$ cat src/rtl/divisor_restaurador_8bits.sv
// Multi-cycle unsigned restoring divider: one trial subtraction per clock, WIDTH iterations,
// then a one-cycle DONE state that presents quotient/remainder and pulses done.
module divisor_restaurador_8bits #(
  parameter int unsigned WIDTH = 8
) (
  input  logic             clk,
  input  logic             reset_n,
  input  logic             start,
  input  logic [WIDTH-1:0] dividend,
  input  logic [WIDTH-1:0] divisor,
  output logic             busy,
  output logic             done,
  output logic [WIDTH-1:0] quotient,
  output logic [WIDTH-1:0] remainder,
  output logic             div_by_zero
);

  localparam int unsigned CW = $clog2(WIDTH);
  localparam logic [CW-1:0] LAST = CW'(WIDTH - 1);

  typedef enum logic [1:0] {
    IDLE,
    CALC,
    DONE
  } state_t;

  state_t           state;
  logic [WIDTH-1:0] q_reg;
  logic [WIDTH-1:0] d_reg;
  logic [WIDTH:0]   p_reg;
  logic [CW-1:0]    count;

  logic [WIDTH:0]   shifted;
  logic [WIDTH+1:0] trial;
  logic             carry;
  logic [WIDTH:0]   p_next;
  logic [WIDTH-1:0] q_next;

  // Trial subtraction as complement plus carry-in; carry-out set means divisor <= shifted.
  always_comb begin
    shifted = (WIDTH+1)'({p_reg, q_reg[WIDTH-1]});
    trial   = {1'b0, shifted} + {1'b0, ~{1'b0, d_reg}} + (WIDTH+2)'(1);
    carry   = trial[WIDTH+1];
    p_next  = carry ? trial[WIDTH:0] : shifted;
    q_next  = {q_reg[WIDTH-2:0], carry};
  end

  always_ff @(posedge clk or negedge reset_n) begin
    if (!reset_n) begin
      state       <= IDLE;
      busy        <= 1'b0;
      done        <= 1'b0;
      quotient    <= '0;
      remainder   <= '0;
      div_by_zero <= 1'b0;
      q_reg       <= '0;
      d_reg       <= '0;
      p_reg       <= '0;
      count       <= '0;
    end else begin
      case (state)
        IDLE: begin
          done <= 1'b0;
          if (start) begin
            busy <= 1'b1;
            if (divisor == '0) begin
              // Zero divisor short-circuits straight to DONE with saturated quotient.
              state       <= DONE;
              done        <= 1'b1;
              quotient    <= '1;
              remainder   <= dividend;
              div_by_zero <= 1'b1;
            end else begin
              state       <= CALC;
              q_reg       <= dividend;
              d_reg       <= divisor;
              p_reg       <= '0;
              count       <= '0;
              div_by_zero <= 1'b0;
            end
          end
        end
        CALC: begin
          p_reg <= p_next;
          q_reg <= q_next;
          if (count == LAST) begin
            state     <= DONE;
            done      <= 1'b1;
            quotient  <= q_next;
            remainder <= p_next[WIDTH-1:0];
          end else begin
            count <= count + CW'(1);
          end
        end
        DONE: begin
          state <= IDLE;
          busy  <= 1'b0;
          done  <= 1'b0;
        end
        default: begin
          state <= IDLE;
          busy  <= 1'b0;
          done  <= 1'b0;
        end
      endcase
    end
  end

endmodule

$ cat config.mk
export PLATFORM = sky130hd
export DESIGN_NAME = divisor_restaurador_8bits
export DESIGN_NICKNAME = d
export VERILOG_FILES = /design/src/rtl/divisor_restaurador_8bits.sv
export SDC_FILE = /design/constraint.sdc
export NUM_CORES = 1
export LEC_CHECK = 0
export CORE_MARGIN = 2
export CORE_UTILIZATION = 35
export CTS_CLUSTER_SIZE = 25
export DETAILED_ROUTE_END_ITERATION = 10
export GPL_TIMING_DRIVEN = 1
export SLEW_MARGIN = 15
export SYNTH_ARGS = -nofsm -noshare
export SYNTH_HDL_FRONTEND = slang
export SYNTH_SLANG_ARGS = --single-unit
$ cat constraint.sdc
create_clock -name clk -period 2.1 [get_ports clk]
set_input_delay 0.42 -clock clk [delete_from_list [all_inputs] [get_ports clk]]
set_output_delay 0.42 -clock clk [all_outputs]
set_load 0.05 [all_outputs]
==> results of run 1 <==
==> critical path, stage by stage, from the launching register on <==
cell and delay (ps):
dfrtp_2 450, ha_4 280, nand2b_4 70, a2111oi_4 390, and3b_2 300, buf_6 140, mux2i_4 180, o22a_1 180
==> worst max path at each step <==
stage / start / end / depth (start not counted) / slack [ps]
floorplan: p_reg[4] / remainder[4] / 8 / 0.4
global placement: divisor[5] / remainder[7] / 8 / -110
detailed placement: divisor[5] / remainder[1] / 7 / -120
CTS: p_reg[0] / remainder[1] / 6 / -20
global route: p_reg[0] / remainder[2] / 7 / -70
finish: p_reg[0] / remainder[2] / 7 / -10
==> kinds of logic after synthesis <==
logic type               synth area share, %
AO/OA/AOI/OAI                           20.9
XOR/XNOR                               0.687
adder cells (fa/ha/maj)                 5.69
buffers and inverters                   4.56
flip-flops                              47.1
multiplexers                            1.28
AND/OR/NAND/NOR                         19.8
==> area by class of cell <==
| type | count | area [um^2] |
|---|---|---|
| sequential | 48 | 1200 |
| tap | 99 | 124 |
| timing repair buffer | 74 | 647 |
| fill | 687 | 3590 |
| multi-input combinational | 196 | 1400 |
| clock inverter | 3 | 47.5 |
| clock buffer | 5 | 68.8 |
| inverter | 15 | 56.3 |
==> metrics by stage <==
| stage | TNS, ps | hold WS [ps] |
|---|---|---|
| finish | -13.7 | 198 |
| global route | -138 | 262 |
| CTS | -42.8 | 224 |
| detailed placement | -1280 | 482 |
| global placement | -1590 | 489 |
| floorplan | 0 | 124 |
==> cells in the mapped netlist (2+ instances only) <==
cell,n,area [um^2]
a211o_1,3,26.3
a211oi_1,3,22.5
a21boi_1,2,15.0
a21o_1,3,22.5
a21oi_1,12,60.1
a221o_1,2,20.0
a22o_1,2,17.5
a31oi_1,9,56.3
a41oi_2,2,32.5
and3_2,2,15.0
buf_2,3,15.0
clkbuf_1,8,30.0
dfrtp_1,48,1200
ha_1,10,125
inv_1,15,56.3
mux2_2,2,22.5
nand2_1,38,143
nand2b_1,3,18.8
nand3_1,6,30.0
nand4_1,2,12.5
nor2_1,33,124
nor3_1,6,30.0
nor4_2,2,25.0
o21ai_0,20,100
o32a_1,3,30.0
or3_1,2,12.5
or3_4,2,22.5
==> layer usage <==
metal	global-route usage, %	wire length [um]	up-vias
met5	0	0	-
met4	7.06	177	0
met3	2.95	241	14
met2	30.3	3380	63
met1	24.6	3160	1089
li1	-	-	1104
==> repair_timing <==
action                                  in CTS  in global routing
cloned                                       1                  0
resized for setup                           15                 12
setup buffers                                2                  0
endpoints found under the setup margin       8                 14
pin swaps                                    4                 11
==> results.toml, run 1 <==
[status]
status = "complete, but fails checks"
violations = "setup timing"

[synthesis]
ys_seq_area_share_pct = 47.1
synthesis.nets = 301
synth.avg_cell_area_um2 = 9.41
yosysWarnings = 0
syn_inst = 271
yosys_register_bits = 48
synth_edf_count = 0
synth_ff_type = "dfrtp_1"
synth_cell_types = 55
async_reset_ff_share_pct = 100
netlist_area_um2 = 2550

[drt]
routed_wl_um = 6950
drcViolationCount = 0
drtIter0Drc = 146
viasPerCell = 5.16
first_pass_iters = 4
ant_nets = 0
vias = 2270
wl_per_cell_um = 15.8

[worst_setup_path]
path_class = "flip-flop to flip-flop"
r2r-start = "p_reg[0]"
start_kind = "flip-flop"
worstSetupEndpointType = "flip-flop"
worstReg2RegEnd = "remainder[2]"
worstPathRequired_ps = 2300
crit_fanout = 4
reg2regPathDepth = 7
arrival_ps = 2320
rrSetupSlack_ps = -10

[die]
dieArea_um2 = 7990
row_count = 31
core_area_um2 = 7140
die-height_um = 89.4
initial_core_util_pct = 35.7
dieWidth_um = 89.4
ios = 38

[place]
dp_slack_ps = -121
place_congestion = 0.852
place_hpwl_um = 4780
place_area_um2 = 3240
dpl.cell_count = 429
port_buffers = 37

[sta]
period_minus_slack_ps = 2110
finalSetupViolCount = 2
hold_viol = 0
max_slew_margin_pct = 58.3
rsz0062_at_grt = "yes"
finClkSkew_ps = 8.39
fin_ws_ps = -12.3
period_share_pct = 101
tightest_slew_ps = 625
fmaxAchievable_mhz = 473
slew_viol_final = 0

[final_layout]
diodes = 0
area_growth_pct = 39.0
drive_gt1_share_pct = 24.9
fin_nets = 370
mostFrequentLayoutCell = "dfrtp_1"
layout_common_cells = "dfrtp_1, nand2_1, clkdlybuf4s50_1, buf_4, nor2_1"
finalNonFillerCells = 440
stdcell_area_um2 = 3550
post-route-util_pct = 49.7

[clocking]
h-tree-depth = 2
clkTransAtPathRegs_ps = 100
max-clock-path-buffers = 2
cts_tree = "built"
cts_made_buffers = 5
postCtsHoldBufs = 0
clkSinkCount = 48
cts_root_buffer = "clkbuf_8"
clkLatencyLatePin_ps = 310

[hold_path]
hp-class = "primary input to asynchronous set/reset pin"

[grt]
first_global_vias = 2194
grt_start_max_net_pins = 49
overflow = 0
track_usage_pct = 18.5
grt_first_pass_wirelength_um = 11000
antenna_found_initial = 0

[run]
drv_cap = 0
Power of run 1 is not shown: default switching activity piles up to over one toggle a cycle in this logic, so the estimate is an artifact.
==> inputs of run 2 (changes only) <==
Settings changed: CAP_MARGIN set to 10, PLACE_DENSITY set to 0.53.
Clock period 2.1 ns to 2.5 ns, I/O delays scaled along.
==> run 2 against run 1 <==
Register-to-register slack better by 190 ps; highest routed layer unchanged; critical endpoint is now remainder[6]; core utilization is 4.5 points lower; count of clock-buffer cells in the layout stayed put; the run now ends clean.
==> results.toml, run 2 (synthesized netlist as in run 1, its figures left out) <==
[final_layout]
stdcell_area_um2 = 3230
mostFrequentLayoutCell = "dfrtp_1"
layout_common_cells = "dfrtp_1, nand2_1, clkdlybuf4s50_1, nor2_1, o21ai_0"
area_growth_pct = 26.4
fin_nets = 346
diodes = 0
drive_gt1_share_pct = 13.6

[sta]
hold_viol = 0
period_minus_slack_ps = 2320
period_share_pct = 92.9
tightest_slew_ps = 920
max_slew_margin_pct = 38.7
finClkSkew_ps = 6.35
final.setup.tns_ps = 0
fin_ws_ps = 178
rsz0062_at_grt = "no"
finalSetupViolCount = 0
fmaxAchievable_mhz = 431
slew_viol_final = 0

[worst_setup_path]
crit_slowest_cell = "ha_1"
start_kind = "flip-flop"
worstReg2RegEnd = "remainder[6]"
crit_fanout = 13
path_class = "flip-flop to flip-flop"
reg2regPathDepth = 6
worstPathRequired_ps = 2720
r2r-start = "p_reg[5]"
worstSetupEndpointType = "flip-flop"
crit_buf_inv = 0
arrival_ps = 2540
cp_cell_sequence = "ha_1 > nand4_2 > a2111oi_2 > and3b_4 > or3_1 > a41oi_1"
cp_slowest_stage_delay_ps = 430
cp_top_family = "simple AND/OR/NAND/NOR gates"
rrSetupSlack_ps = 180

[die]
die-height_um = 89.4
core_area_um2 = 7140
dieArea_um2 = 7990
initial_core_util_pct = 35.7
row_count = 31
ios = 38
dieWidth_um = 89.4

[clocking]
clkLatencyLatePin_ps = 310
max-clock-path-buffers = 2
post-cts-setup-buffers = 0
cts_made_buffers = 5
postCtsResizedCells = 0
clkSinkCount = 48
cts_tree = "built"
h-tree-depth = 2
clkTransAtPathRegs_ps = 100
postCtsHoldBufs = 0
cts_root_buffer = "clkbuf_8"

[pwr]
cellPowerDensity_nw_per_um2 = 1610
p_leak_uw = 0.00140
p_comb_share_pct = 61.7
ir_worst_vdd_mv = 0.725
pwr-share-seq_pct = 27.0
switching_share_pct = 46.4
p_sw_uw = 2420
power_frac_clock_pct = 11.3
cell_internal_pwr_uw = 2790

[drt]
vias = 2115
routed_wl_um = 6090
viasPerCell = 5.08
drcViolationCount = 0
ant_nets = 0
wl_per_cell_um = 14.6
first_pass_iters = 4
drtIter0Drc = 116

[hold_path]
hp-class = "primary input to asynchronous set/reset pin"

[status]
status = "complete, no violations"

[grt]
track_usage_pct = 16.8
overflow = 0
grt_start_max_net_pins = 28
antenna_found_initial = 0
grt_first_pass_wirelength_um = 10100
first_global_vias = 2054

[place]
place_congestion = 0.781
port_buffers = 37
place_hpwl_um = 4560
place_area_um2 = 3110
dp_slack_ps = 126

[run]
drv_cap = 0
==> run 2: final cells by class <==
cell class	count	area [um^2]
multi-input combinational	195	1230
inverter	15	56.3
sequential	48	1200
clock inverter	3	46.3
fill	714	3910
tap	99	124
clock buffer	5	68.8
timing repair buffer	51	495
==> run 2: stage by stage <==
| step | power [uW] | std cells | hold WS, ps | util, % |
|---|---|---|---|---|
| after floorplan | 3750 | 271 | 204 | - |
| after global placement | 4600 | 408 | 490 | 43.6 |
| after detailed placement | 4640 | 408 | 479 | 43.6 |
| after CTS | 5240 | 416 | 177 | 45.2 |
| after global routing | 5650 | 416 | 186 | 45.2 |
| final | 5210 | 416 | 161 | 45.2 |
==> run 2: layer usage <==
metal | up-vias | global-route usage (%) | share of wire (%)
li1 | 1055 | - | -
met1 | 1012 | 23.9 | 49
met2 | 43 | 26.3 | 46
met3 | 5 | 3.42 | 3.6
met4 | 0 | 4.07 | 1.1
met5 | - | 0 | 0
==> run 2: worst max path at each step <==
| stage | start | end | cells past startpoint |
|---|---|---|---|
| 2_1_floorplan | p_reg[4] | remainder[4] | 8 |
| 3_3_place_gp | divisor[1] | count[0] | 7 |
| 3_5_place_dp | divisor[5] | remainder[0] | 7 |
| 4_1_cts | p_reg[5] | remainder[6] | 6 |
| 5_1_grt | p_reg[5] | remainder[6] | 6 |
| 6_report | p_reg[5] | remainder[6] | 6 |
==> run 2: power groups by stage <==
| stage | registers, uW | clock network [uW] | logic (uW) |
|---|---|---|---|
| final | 1400 | 588 | 3210 |
| after global routing | 1450 | 637 | 3560 |
| after CTS | 1410 | 603 | 3230 |
| after detailed placement | 1420 | 0 | 3210 |
| after global placement | 1420 | 0 | 3180 |
| after floorplan | 1760 | 0 | 1990 |
(Power assumes the default switching activity.)
==> RTL change: new RTL, settings of run 1 <==
The parameter `WIDTH` goes from 8 to 16.
--- a/src/rtl/divisor_restaurador_8bits.sv
+++ b/src/rtl/divisor_restaurador_8bits.sv
@@ -3,3 +3,3 @@
 module divisor_restaurador_8bits #(
-  parameter int unsigned WIDTH = 8
+  parameter int unsigned WIDTH = 16
 ) (
Interface: changed (resized dividend, divisor, quotient and remainder); port bits go from 38 to 70. No check against the original RTL was run, so the function may have changed too.
==> RTL change against run 1 <==
  * Routed wire length increased by 94%
  * Highest routed layer unchanged
  * Sequential cell count increased by 41
  * Cell area increased by 110%
  * Critical path type unchanged
  * Global-route usage increased by 1.1 points
  * Worst setup slack got worse by 0.44 ns
  * The flow still finishes with violations (setup timing)
  * Area after synthesis increased by 83%
Power is left out: the tool's default activity adds up to more than one toggle a clock period on the data nets, which glitch-free logic cannot reach.
==> RTL change: results (changes against run 1) <==
- Syn nets: 548 (+82%)
- Status: finished, violations left
- Setup ws final: -0.456 ns (-0.444 ns)
- Synth area leaders: dfrtp_1, ha_1, a21oi_1
- Clk_lat worst skew: 0.35 ns (+0.04 ns)
- Yosys cell types: 58 (+5.5%)
- Count of input and output buffers: 69 (+86%)
- Crit-path leading delay family: simple AND/OR/NAND/NOR gates
- Setup TNS: -12.93 ns (-12.92 ns)
- HPWL after DPL: 9.56 mm (+100%)
- Final Skew: 0.00878 ns (+0.000381 ns)
- Filler-free cell count of the finished design: 860 (+95%)
- Maximum number of pins on one net before global-route repair: 70 (+43%)
- Worst hold path class: in -> reg
- H-Tree Depth: 3 (+1)
- Slowest library cell on the worst path: or4b_4
- CTS root buffer: clkbuf_16
- Worst slew margin: 61.1% (+2.7 points)
- Worst R2R Start: p_reg[11]
- Critical path arrival: 2.80 ns (+0.48 ns)
- Final wirelength: 13.5 mm (+94%)
- Largest stage delay on the critical path: 0.54 ns (+0.09 ns)
- Failing checks: setup timing
- Inst Count DP: 819 (+91%)
- Synth cell count leaders: dfrtp_1, nand2_1, nor2_1
- Num CTS Buffers: 9 (+4)
- Setup violations, final: 34 (+32)
- Dpl ws: -0.627 ns (-0.507 ns)
- Vias in the first global route: 4553 (+110%)
- First-pass GRT wire length: 22.2 mm (+100%)
- Share of flip-flops with an asynchronous set or reset: 100% (unchanged)
- Iter 0 DRT Violations: 214 (+47%)
- Layout cells sized above 1: 34.4% (+9.4 points)
- Mapped Cells: 495 (+83%)
- Vias: 4348 (+92%)
- Seq/Total Area, Yosys: 47.6% (+0.54 points)
- RePlAce Congestion: 0.889 (+4.3%)
- Clk slew on worst S/H paths: 0.07 ns (-0.03 ns)
RTL change: changes by cell type after synthesis, moves of 7 or more:
cell	delta
a21o_1	+12
a21oi_1	+30
clkbuf_1	+13
dfrtp_1	+41
ha_1	+7
inv_1	+8
mux2_2	+14
mux2i_1	+15
nand2_1	+18
nor2_1	+21
o21a_1	+8
o21ai_0	+9
RTL change: layout make-up:
type | count | area, µm²
Inverter | 23 | 86.3
Clock inverter | 6 | 71.3
Tap cell | 176 | 220
Clock buffer | 10 | 239
Fill cell | 1175 | 5770
Timing Repair Buffer | 200 | 1840
Multi-Input combinational cell | 356 | 2680
Sequential cell | 89 | 2230
RTL change: kinds of logic (layout without fill, tap and decap cells):
logic type,Yosys count,in the layout,synth area share [%]
adders and majority gates,18,18,4.98
and+or+nand+nor,162,162,15.7
DFF,89,89,47.6
muxes,32,32,7.28
AOI/OAI and AO/OA,135,135,18.5
buffers and inverters,50,239,4.33
xor gates and xnor gates,9,9,1.69
RTL change: stage by stage:
step / hold slack, ns / area, µm²
2_1_floorplan: 0.124 / 4810
3_3_place_gp: 0.332 / 6480
3_5_place_dp: 0.337 / 6480
4_1_cts: 0.494 / 7140
5_1_grt: 0.437 / 7360
6_report: 0.421 / 7360
RTL change: path summary, 6_finish.rpt:
kind | end | slack, ns | cells past startpoint
max in group asynchronous | p_reg[5] | 0.91 | 3
min in group asynchronous | d_reg[1] | 0.51 | 2
max reg2reg | remainder[3] | -0.46 | 9
max | remainder[3] | -0.46 | 9
min | d_reg[0] | 0.42 | 2
min reg2reg | remainder[6] | 0.49 | 1
RTL change: per-layer routing:
layer	track usage, %	wire length (µm)	share of wire, %
met5	0	0	0
met4	8.75	326	2.4
met3	2.90	293	2.2
met2	35.3	7230	54
met1	23.0	5650	42
RTL change: repair_timing:
action / 4_1_cts / 5_1_grt
buffers inserted: 13 / 11
gates resized for setup: 51 / 34
hold buffers: 1 / 0
pin swaps: 22 / 19
endpoints found under the setup margin: 84 / 40
cloned: 2 / 0
hold endpoints to repair: 20 / 0
RTL change: worst register-to-register path: stages (launching register included):
cell,delay [ns]
dfrtp_1,0.41
ha_4,0.28
nand4_1,0.16
or4b_4,0.54
or2_4,0.27
o211ai_4,0.10
buf_6,0.16
mux2i_2,0.28
o211ai_1,0.12
o21a_1,0.13
